[config.mk]
export PLATFORM = sky130hd
export DESIGN_NAME = uart_rx
export DESIGN_NICKNAME = d
export VERILOG_FILES = /design/src/rtl/uart_rx.sv
export SDC_FILE = /design/constraint.sdc
export NUM_CORES = 1
export LEC_CHECK = 0
export ABC_AREA = 0
export ABC_CLOCK_PERIOD_IN_PS = 3300
export CORE_UTILIZATION = 54
export CTS_CLUSTER_SIZE = 12
export DETAILED_ROUTE_END_ITERATION = 12
export DONT_BUFFER_PORTS = 1
export PLACE_DENSITY = 0.74
export SLEW_MARGIN = 15
export SYNTH_ARGS = -nofsm -noshare
export SYNTH_HDL_FRONTEND = slang
export SYNTH_SLANG_ARGS = --single-unit
[constraint.sdc]
create_clock -name clk -period 3.3 [get_ports clk]
set_input_delay 0.165 -clock clk [delete_from_list [all_inputs] [get_ports clk]]
set_output_delay 0.165 -clock clk [all_outputs]
set_load 0.01 [all_outputs]
[src/rtl/uart_rx.sv]
`default_nettype none
// ============================================================================
// Module   : uart_rx
// Purpose  : 16x-oversampled UART receiver with a one-entry valid/ready holding
//            register. Optional parity checking via UART_RX_PARITY_EN.
// Revision : 1.0
// ============================================================================
module uart_rx #(
  parameter int DATA_BITS   = 8,
  parameter int OVERSAMPLE  = 16,
  parameter int SYNC_STAGES = 2
) (
  input  logic                 clk,
  input  logic                 arst_n,
  input  logic                 rx_clk_en,
  input  logic                 rx,
  input  logic                 rx_ready,
`ifdef UART_RX_PARITY_EN
  input  logic                 parity_odd,
`endif
  output logic [DATA_BITS-1:0] rx_data,
  output logic                 rx_valid,
  output logic                 frame_err,
  output logic                 parity_err,
  output logic                 overrun,
  output logic                 busy
);

  localparam int c_tick_w = $clog2(OVERSAMPLE);
  localparam int c_bit_w  = $clog2(DATA_BITS);
  localparam logic [c_tick_w-1:0] c_tick_mid  = c_tick_w'(OVERSAMPLE/2 - 1);
  localparam logic [c_tick_w-1:0] c_tick_last = c_tick_w'(OVERSAMPLE - 1);
  localparam logic [c_bit_w-1:0]  c_bit_last  = c_bit_w'(DATA_BITS - 1);

  typedef enum logic [2:0] {
    S_IDLE      = 3'd0,
    S_START     = 3'd1,
    S_DATA      = 3'd2,
`ifdef UART_RX_PARITY_EN
    S_PARITY    = 3'd3,
`endif
    S_STOP      = 3'd4,
    S_WAIT_IDLE = 3'd5
  } state_t;

  logic [SYNC_STAGES-1:0] r_sync;
  logic                   w_rx_s;

  state_t                 r_state, w_state_nxt;
  logic [c_tick_w-1:0]    r_tick_cnt, w_tick_nxt;
  logic [c_bit_w-1:0]     r_bit_cnt, w_bit_nxt;
  logic [DATA_BITS-1:0]   r_shift, w_shift_nxt;
  logic                   w_commit;

  logic [DATA_BITS-1:0]   r_rx_data;
  logic                   r_rx_valid;
  logic                   r_frame_err;
  logic                   r_overrun;

  always_ff @(posedge clk) begin
    if (!arst_n) r_sync <= '1;
    else         r_sync <= {r_sync[SYNC_STAGES-2:0], rx};
  end

  assign w_rx_s = r_sync[SYNC_STAGES-1];

`ifdef UART_RX_PARITY_EN
  // r_par folds data XOR, received parity and parity_odd: 1 at STOP means error.
  logic r_par, w_par_nxt;
  logic r_parity_err;
`endif

  always_ff @(posedge clk) begin
    if (!arst_n) begin
      r_state    <= S_IDLE;
      r_tick_cnt <= '0;
      r_bit_cnt  <= '0;
      r_shift    <= '0;
`ifdef UART_RX_PARITY_EN
      r_par      <= 1'b0;
`endif
    end else begin
      r_state    <= w_state_nxt;
      r_tick_cnt <= w_tick_nxt;
      r_bit_cnt  <= w_bit_nxt;
      r_shift    <= w_shift_nxt;
`ifdef UART_RX_PARITY_EN
      r_par      <= w_par_nxt;
`endif
    end
  end

  always_comb begin
    w_state_nxt = r_state;
    w_tick_nxt  = r_tick_cnt;
    w_bit_nxt   = r_bit_cnt;
    w_shift_nxt = r_shift;
    w_commit    = 1'b0;
`ifdef UART_RX_PARITY_EN
    w_par_nxt   = r_par;
`endif
    if (rx_clk_en) begin
      case (r_state)
        S_IDLE: begin
          if (!w_rx_s) begin
            w_state_nxt = S_START;
            w_tick_nxt  = '0;
          end
        end
        S_START: begin
          if (r_tick_cnt == c_tick_mid) begin
            if (w_rx_s) begin
              w_state_nxt = S_IDLE;
            end else begin
              w_state_nxt = S_DATA;
              w_tick_nxt  = '0;
              w_bit_nxt   = '0;
`ifdef UART_RX_PARITY_EN
              w_par_nxt   = 1'b0;
`endif
            end
          end else begin
            w_tick_nxt = r_tick_cnt + 1'b1;
          end
        end
        S_DATA: begin
          if (r_tick_cnt == c_tick_last) begin
            w_tick_nxt  = '0;
            w_shift_nxt = {w_rx_s, r_shift[DATA_BITS-1:1]};
            w_bit_nxt   = r_bit_cnt + 1'b1;
`ifdef UART_RX_PARITY_EN
            w_par_nxt   = r_par ^ w_rx_s;
            if (r_bit_cnt == c_bit_last) w_state_nxt = S_PARITY;
`else
            if (r_bit_cnt == c_bit_last) w_state_nxt = S_STOP;
`endif
          end else begin
            w_tick_nxt = r_tick_cnt + 1'b1;
          end
        end
`ifdef UART_RX_PARITY_EN
        S_PARITY: begin
          if (r_tick_cnt == c_tick_last) begin
            w_tick_nxt  = '0;
            w_par_nxt   = r_par ^ w_rx_s ^ parity_odd;
            w_state_nxt = S_STOP;
          end else begin
            w_tick_nxt = r_tick_cnt + 1'b1;
          end
        end
`endif
        S_STOP: begin
          if (r_tick_cnt == c_tick_last) begin
            w_tick_nxt  = '0;
            w_commit    = 1'b1;
            w_state_nxt = w_rx_s ? S_IDLE : S_WAIT_IDLE;
          end else begin
            w_tick_nxt = r_tick_cnt + 1'b1;
          end
        end
        S_WAIT_IDLE: begin
          if (w_rx_s) w_state_nxt = S_IDLE;
        end
        default: w_state_nxt = S_IDLE;
      endcase
    end
  end

  // Holding register: a commit into a full, unaccepted slot is dropped.
  always_ff @(posedge clk) begin
    if (!arst_n) begin
      r_rx_data    <= '0;
      r_rx_valid   <= 1'b0;
      r_frame_err  <= 1'b0;
      r_overrun    <= 1'b0;
`ifdef UART_RX_PARITY_EN
      r_parity_err <= 1'b0;
`endif
    end else begin
      r_overrun <= 1'b0;
      if (w_commit) begin
        if (!r_rx_valid || rx_ready) begin
          r_rx_data    <= r_shift;
          r_rx_valid   <= 1'b1;
          r_frame_err  <= ~w_rx_s;
`ifdef UART_RX_PARITY_EN
          r_parity_err <= r_par;
`endif
        end else begin
          r_overrun <= 1'b1;
        end
      end else if (rx_ready) begin
        r_rx_valid <= 1'b0;
      end
    end
  end

  assign rx_data   = r_rx_data;
  assign rx_valid  = r_rx_valid;
  assign frame_err = r_frame_err;
  assign overrun   = r_overrun;
  assign busy      = (r_state != S_IDLE);
`ifdef UART_RX_PARITY_EN
  assign parity_err = r_parity_err;
`else
  assign parity_err = 1'b0;
`endif

endmodule
`default_nettype wire

### Word-level counts from Yosys, hierarchy flattened

Cells that the tools add are included.
Widths: inputs -> output; s select.

* memory bits (read-only): 0
* memories kept: 0
* bits in latches: 0
* bits in writable memories: 0
* bits in registers: 31
* word-level logic and storage cells: 66

* bitwise logic cells: 1
* divide/modulo/power cells: 0
* $add $sub $neg: 2
* reductions and logical operators: 15
* eq/ne operators: 15
* shifts and indexed selects: 0
* magnitude comparators: 0
* multipliers: 0
* multiplexer cells: 24

Operators by type and width (count)
* $mux 3: 10
* $pmux 3 s5: 1
* $ne 2x2->1 const B: 7
* $mux 4: 3
* $pmux 4 s3: 1
* $eq 3x3->1 const B: 3
* $reduce_and 2->1: 4
* $mux 1: 7
* $reduce_and 7->1: 1
* $pmux 3 s2: 1
* $reduce_bool 3->1: 2
* $reduce_and 5->1: 1
* $add 4x1->4 const B: 1
* $eq 4x3->1 const B: 1
* $eq 4x4->1 const B: 1
* $reduce_bool 2->1: 2
* $add 3x1->3 const B: 1
* $eq 3x1->1 const B: 1
* $eq 3x2->1 const B: 1
* $logic_not 3->1: 1
* $reduce_and 3->1: 1
* $mux 2: 1
* $ne 2x1->1 const B: 1
* $reduce_or 2->1: 1
* other kinds (3): 3

### Logic depth before layout (Yosys ltp)

* depth in word-level cells: 6
* depth in mapped cells: 6

### Least setup slack after synthesis

OpenSTA, ideal clock, no wires.

* path kind: register to register
* start point: register r_tick_cnt[0]
* end point: register r_shift[0]
* cell stages (with the launch flop): 7
* buffers on the path: 1
* setup slack: 1.707 ns
* arrival time: 1.469 ns
* setup time: 0.124 ns
* data required time: 3.176 ns
* cell sequence: dfxtp_1 > ha_1 > nand4_2 > nor4b_4 > buf_6 > mux2i_1 > nor2_1

* word-level cells in the longest chain between the ends: 2

Ends and longest elaborated chain
* start, declared: line 50 `logic [c_tick_w-1:0] r_tick_cnt, w_tick_nxt;`
* start signal, assigned: line 84 `r_tick_cnt <= w_tick_nxt;`
* $eq 4x4->1: line 127 `if (r_tick_cnt == c_tick_last) begin`
* $reduce_and 3->1 (no source line)
* end signal, assigned: line 86 `r_shift <= w_shift_nxt;`
* end, declared: line 52 `logic [DATA_BITS-1:0] r_shift, w_shift_nxt;`

Every way passes these cells.
A chain may end at the register's enable or synchronous reset.

### Final worst setup path

* start point: register r_state[2]
* end point: register r_rx_data[1], in the netlist rx_data[1]

* word-level cells in the longest chain between the ends: 4

Ends and longest elaborated chain
* start, declared: line 49 `state_t r_state, w_state_nxt;`
* start signal, assigned: line 83 `r_state <= w_state_nxt;`
* $eq 3x3->1: line 103 `case (r_state)`
* $mux 1: line 103
* $mux 1: line 102 `if (rx_clk_en) begin`
* $reduce_and 2->1 (no source line)
* end signal, assigned: line 183 `r_rx_data <= r_shift;`
* end, declared: line 55 `logic [DATA_BITS-1:0] r_rx_data;`

Every way passes these cells.

==> flow_results.org <==
** Critical path
- Number of cells on the worst reg-to-reg path :: 4
- The most critical setup path has its endpoint at rx_data[1].
- Worst EP required :: 3.51 ns
- Kind of critical path :: reg -> reg
- Slack of the worst reg-to-reg path :: 1.04 ns
- In this run the critical register-to-register path is captured at rx_data[1].
- Highest net fanout along the worst path :: 13
- Reg-to-reg startpoint :: r_state[2]
- STA classifies the critical path startpoint as a flip-flop.
- STA classifies the critical path endpoint as a flip-flop.
- Endpoint arrival time on the critical path :: 2.47 ns
- Origin of the worst setup path :: r_state[2]

** Cells and area
- Area growth from synthesis to final layout :: 3.98%
- Post-layout net count :: 159
- Antenna Cells :: 0
- Cells with a size suffix above 1 make up 10.5% of the layout.

** Clocking
- TritonCTS built the clock tree.
- After clock tree synthesis, the repair step resized 0 gates.
- Clock tree root buffer cell :: sky130_fd_sc_hd__clkbuf_4
- Counting along the longest clock path gives a buffer depth of 2.
- Post-CTS timing repair inserted 0 buffers for setup.
- CTS built an H-tree with a depth of 2.
- Post-CTS Hold Fix Bufs :: 3
- The clock reaches the later pin of the worst-skew pair after 0.34 ns.
- Clock input transition at the sequential cells of the worst setup and hold paths :: 0.10 ns
- The tree built by TritonCTS fans out to 31 sinks.
- Inserted Clock Buffers :: 5

** Die
- Starting utilization of the core area :: 58.6%
- DIE WIDTH :: 54.3 µm
- In this run the vertical extent of the chip is 54.3 µm.
- Area of the core region :: 2520 µm²
- Number of cell rows :: 18
- The die covers 2950 µm².
- 18 I/O pins were placed.

** Global routing
- The via count of the first global-routing pass came to 977.
- In the global route stage, overall resource usage came out at 21.9%.
- The number of antenna violations at the first check in global routing came to 0.
- The total overflow left after global routing is 0.
- Wire length of the first global-routing pass :: 4570 µm
- Maximum number of pins on one net before global-route repair :: 21

** Placed design
- The congestion estimate from routability-driven global placement came to 0.848.
- Buffers added on ports :: 0
- After legalization and detailed placement, the total HPWL measured 1790 µm.
- Before CTS, the worst setup slack after placement is 1.04 ns.

** Synth
- The synthesized design contains 31 register bits.
- A synthesized cell averages 9.79 µm².
- The netlist uses 45 different library cells.
- For this run, the number of Yosys warnings is 0.
- Cell count after synthesis :: 151
- Sequential element share of the synthesized area :: 42.0%
- Net count of the mapped netlist :: 159
- Yosys mapped a number of flops with a built-in enable equal to 0.
- For this run, asynchronously set or reset flops after synthesis account for 0%.
- Post-Syn Area :: 1480 µm²
- For this run, the leading register cell type out of synthesis is sky130_fd_sc_hd__dfxtp_1.

** Pwr
- Worst supply voltage drop on vdd :: 0.314 mV
- In this run, the clock network consumes 39.4% of the power.
- In this run switching power makes up 22.9% of total power.
- Combinational group share of total power :: 3.3%
- Cell internal power was estimated by the tool at 0.000508 W.
- In this run the power density over the cells is 429 nW/µm².
- The share of total power dissipated in sequential elements is 57.3%.
- Summed over all cells, the static leakage comes to 0.561 nW.
- The analysis attributes to net switching a power of 0.000151 W.

** Detailed routing
- Number of design rule violations left after detail routing :: 0
- The pre-antenna-repair detailed-routing pass consisted of 4 iterations.
- The count of nets left with antenna violations once routing finished came out at 0.
- Via count of the routed design :: 1,071
- Summed over all layers, the routed wires come to 2670 µm.
- Number of design-rule violations left by the first detailed-router iteration :: 29
- Dividing the detail-routed wire length by the instance count gives 14.7 µm.
- Via/cell ratio :: 5.88

** Run
- Across the run, the number of max-cap violations was 0.

** STA
- Peak clock frequency supported by timing :: 443 MHz
- Number of pins exceeding their max-slew limit in the final report :: 0
- Post-layout min period :: 2.26 ns
- For the pin with the worst max-slew slack, the measured transition is 0.897 ns.
- Final Hold Viols :: 0
- On the final layout, the worst clock skew is 0.0110 ns.
- Setup repair after global routing left no endpoint under its margin.
- Smallest setup slack after layout :: 1.04 ns
- The worst path uses 68.4% of the clock period.
- Adding up every negative setup slack in the final design gives 0 ns.
- Finish-stage setup viols :: 0
- In this run the tightest slew margin relative to its limit is 39.9%.

** Hold path
- In this run the worst hold path is classified as in -> reg.

** Outcome
- Outcome :: completed
[worst min-delay path by stage]
stage / from / to / slack, ns / cells after the start
after floorplan: rx / r_sync[0] / 0.27 / 1
after global placement: arst_n / r_sync[0] / 0.24 / 1
after detailed placement: arst_n / r_sync[0] / 0.24 / 1
after CTS: arst_n / r_state[2] / 0.0006 / 1
after global routing: arst_n / r_state[2] / 0.003 / 1
final: arst_n / r_state[2] / 0.02 / 1
[synthesized netlist by cell type, types with 2 or more instances]
cell type                  instances  share of area, %
sky130_fd_sc_hd__a21oi_1           5               1.7
sky130_fd_sc_hd__o211ai_1          2               1.0
sky130_fd_sc_hd__nor2b_1           2              0.85
sky130_fd_sc_hd__inv_1             6               1.5
sky130_fd_sc_hd__nand2b_1          3               1.3
sky130_fd_sc_hd__mux2i_1          19                13
sky130_fd_sc_hd__nor2_1           23               5.8
sky130_fd_sc_hd__ha_1              3               2.5
sky130_fd_sc_hd__a311oi_2          2               2.0
sky130_fd_sc_hd__or3_1             2              0.85
sky130_fd_sc_hd__a211o_1           2               1.2
sky130_fd_sc_hd__nand3_1           2              0.68
sky130_fd_sc_hd__o21ai_0           3               1.0
sky130_fd_sc_hd__dfxtp_1          31                42
sky130_fd_sc_hd__buf_4             2               1.0
sky130_fd_sc_hd__and3_1            2              0.85
sky130_fd_sc_hd__clkbuf_1          2              0.51
sky130_fd_sc_hd__a32o_1            2               1.4
sky130_fd_sc_hd__buf_6             4               3.0
sky130_fd_sc_hd__xnor2_1           3               1.8
sky130_fd_sc_hd__nand2_1           5               1.3
sky130_fd_sc_hd__o21ai_1           3               1.0
[flip-flops by register name (all words and copies together) (netlist names)]
name / cells
r_sync: 2
frame_err: 1
r_shift: 8
rx_valid: 1
r_state: 3
r_bit_cnt: 3
r_tick_cnt: 4
overrun: 1
rx_data: 8
[worst max-delay path, stage by stage, from the launching register on]
cell	delay (ns)
sky130_fd_sc_hd__dfxtp_1	0.66
sky130_fd_sc_hd__or3b_4	0.46
sky130_fd_sc_hd__nor3_2	0.69
sky130_fd_sc_hd__mux2i_1	0.28
sky130_fd_sc_hd__nor2_1	0.05
[cell type report]
cell class | instances | area [µm²]
inverters | 6 | 22.5
clock buffers | 7 | 65.1
multi-input cells | 104 | 754
repair buffers | 3 | 30.0
fillers | 214 | 985
well taps | 30 | 37.5
flip-flops and latches | 31 | 621
clock inverters | 1 | 7.51
[cell usage in the layout, fill, tap and decap left out, drive strengths merged, types with 2 or more instances in the layout]
cell type,synthesis,layout
nor3,2,2
o21ai,6,6
or3,2,2
a21oi,5,5
nand2,5,5
or3b,2,2
nand2b,3,3
nand3,2,2
xnor2,3,3
a211o,2,2
clkbuf,2,7
nor2b,2,2
o211ai,2,2
dlygate4sd3,0,3
a311oi,2,2
nor2,24,24
and3,2,2
ha,3,3
dfxtp,31,31
inv,6,6
a32o,2,2
mux2i,19,19
[logic make-up after synthesis]
group           after synthesis  synth area share [%]
compound gates               26                  13.9
xor+xnor                      4                  2.37
fa+ha+maj                     3                  2.54
buf+inv                      16                  7.02
flops                        31                  42.0
mux                          19                  12.9
other cells                   1                 0.254
simple gates                 51                  19.1
[metrics by stage]
stage                     std cells  hold WS [ns]  util, %  area [µm²]  power (W)
after global routing            182       0.00263     61.0        1540   0.000679
final                           182        0.0175     61.0        1540   0.000659
after detailed placement        171         0.245     56.9        1440   0.000404
after global placement          171         0.244     56.9        1440   0.000403
after floorplan                 151         0.266        -        1480   0.000404
after CTS                       182      0.000585     61.0        1540   0.000665
[power groups by stage]
stage	registers, W	logic (W)	clock network [W]
final	0.000378	0.0000218	0.000259
after global routing	0.000378	0.0000240	0.000276
after CTS	0.000378	0.0000217	0.000266
after detailed placement	0.000386	0.0000176	0
after global placement	0.000386	0.0000169	0
after floorplan	0.000385	0.0000189	0
[routing by layer]
layer	GRT usage, %	up-vias	part of all wire (%)
met2	30.7	24	45
li1	-	531	-
met1	29.7	505	47
met3	6.94	11	5.5
met4	11.1	0	2.7
met5	0	-	0
(Power assumes the default switching activity.)
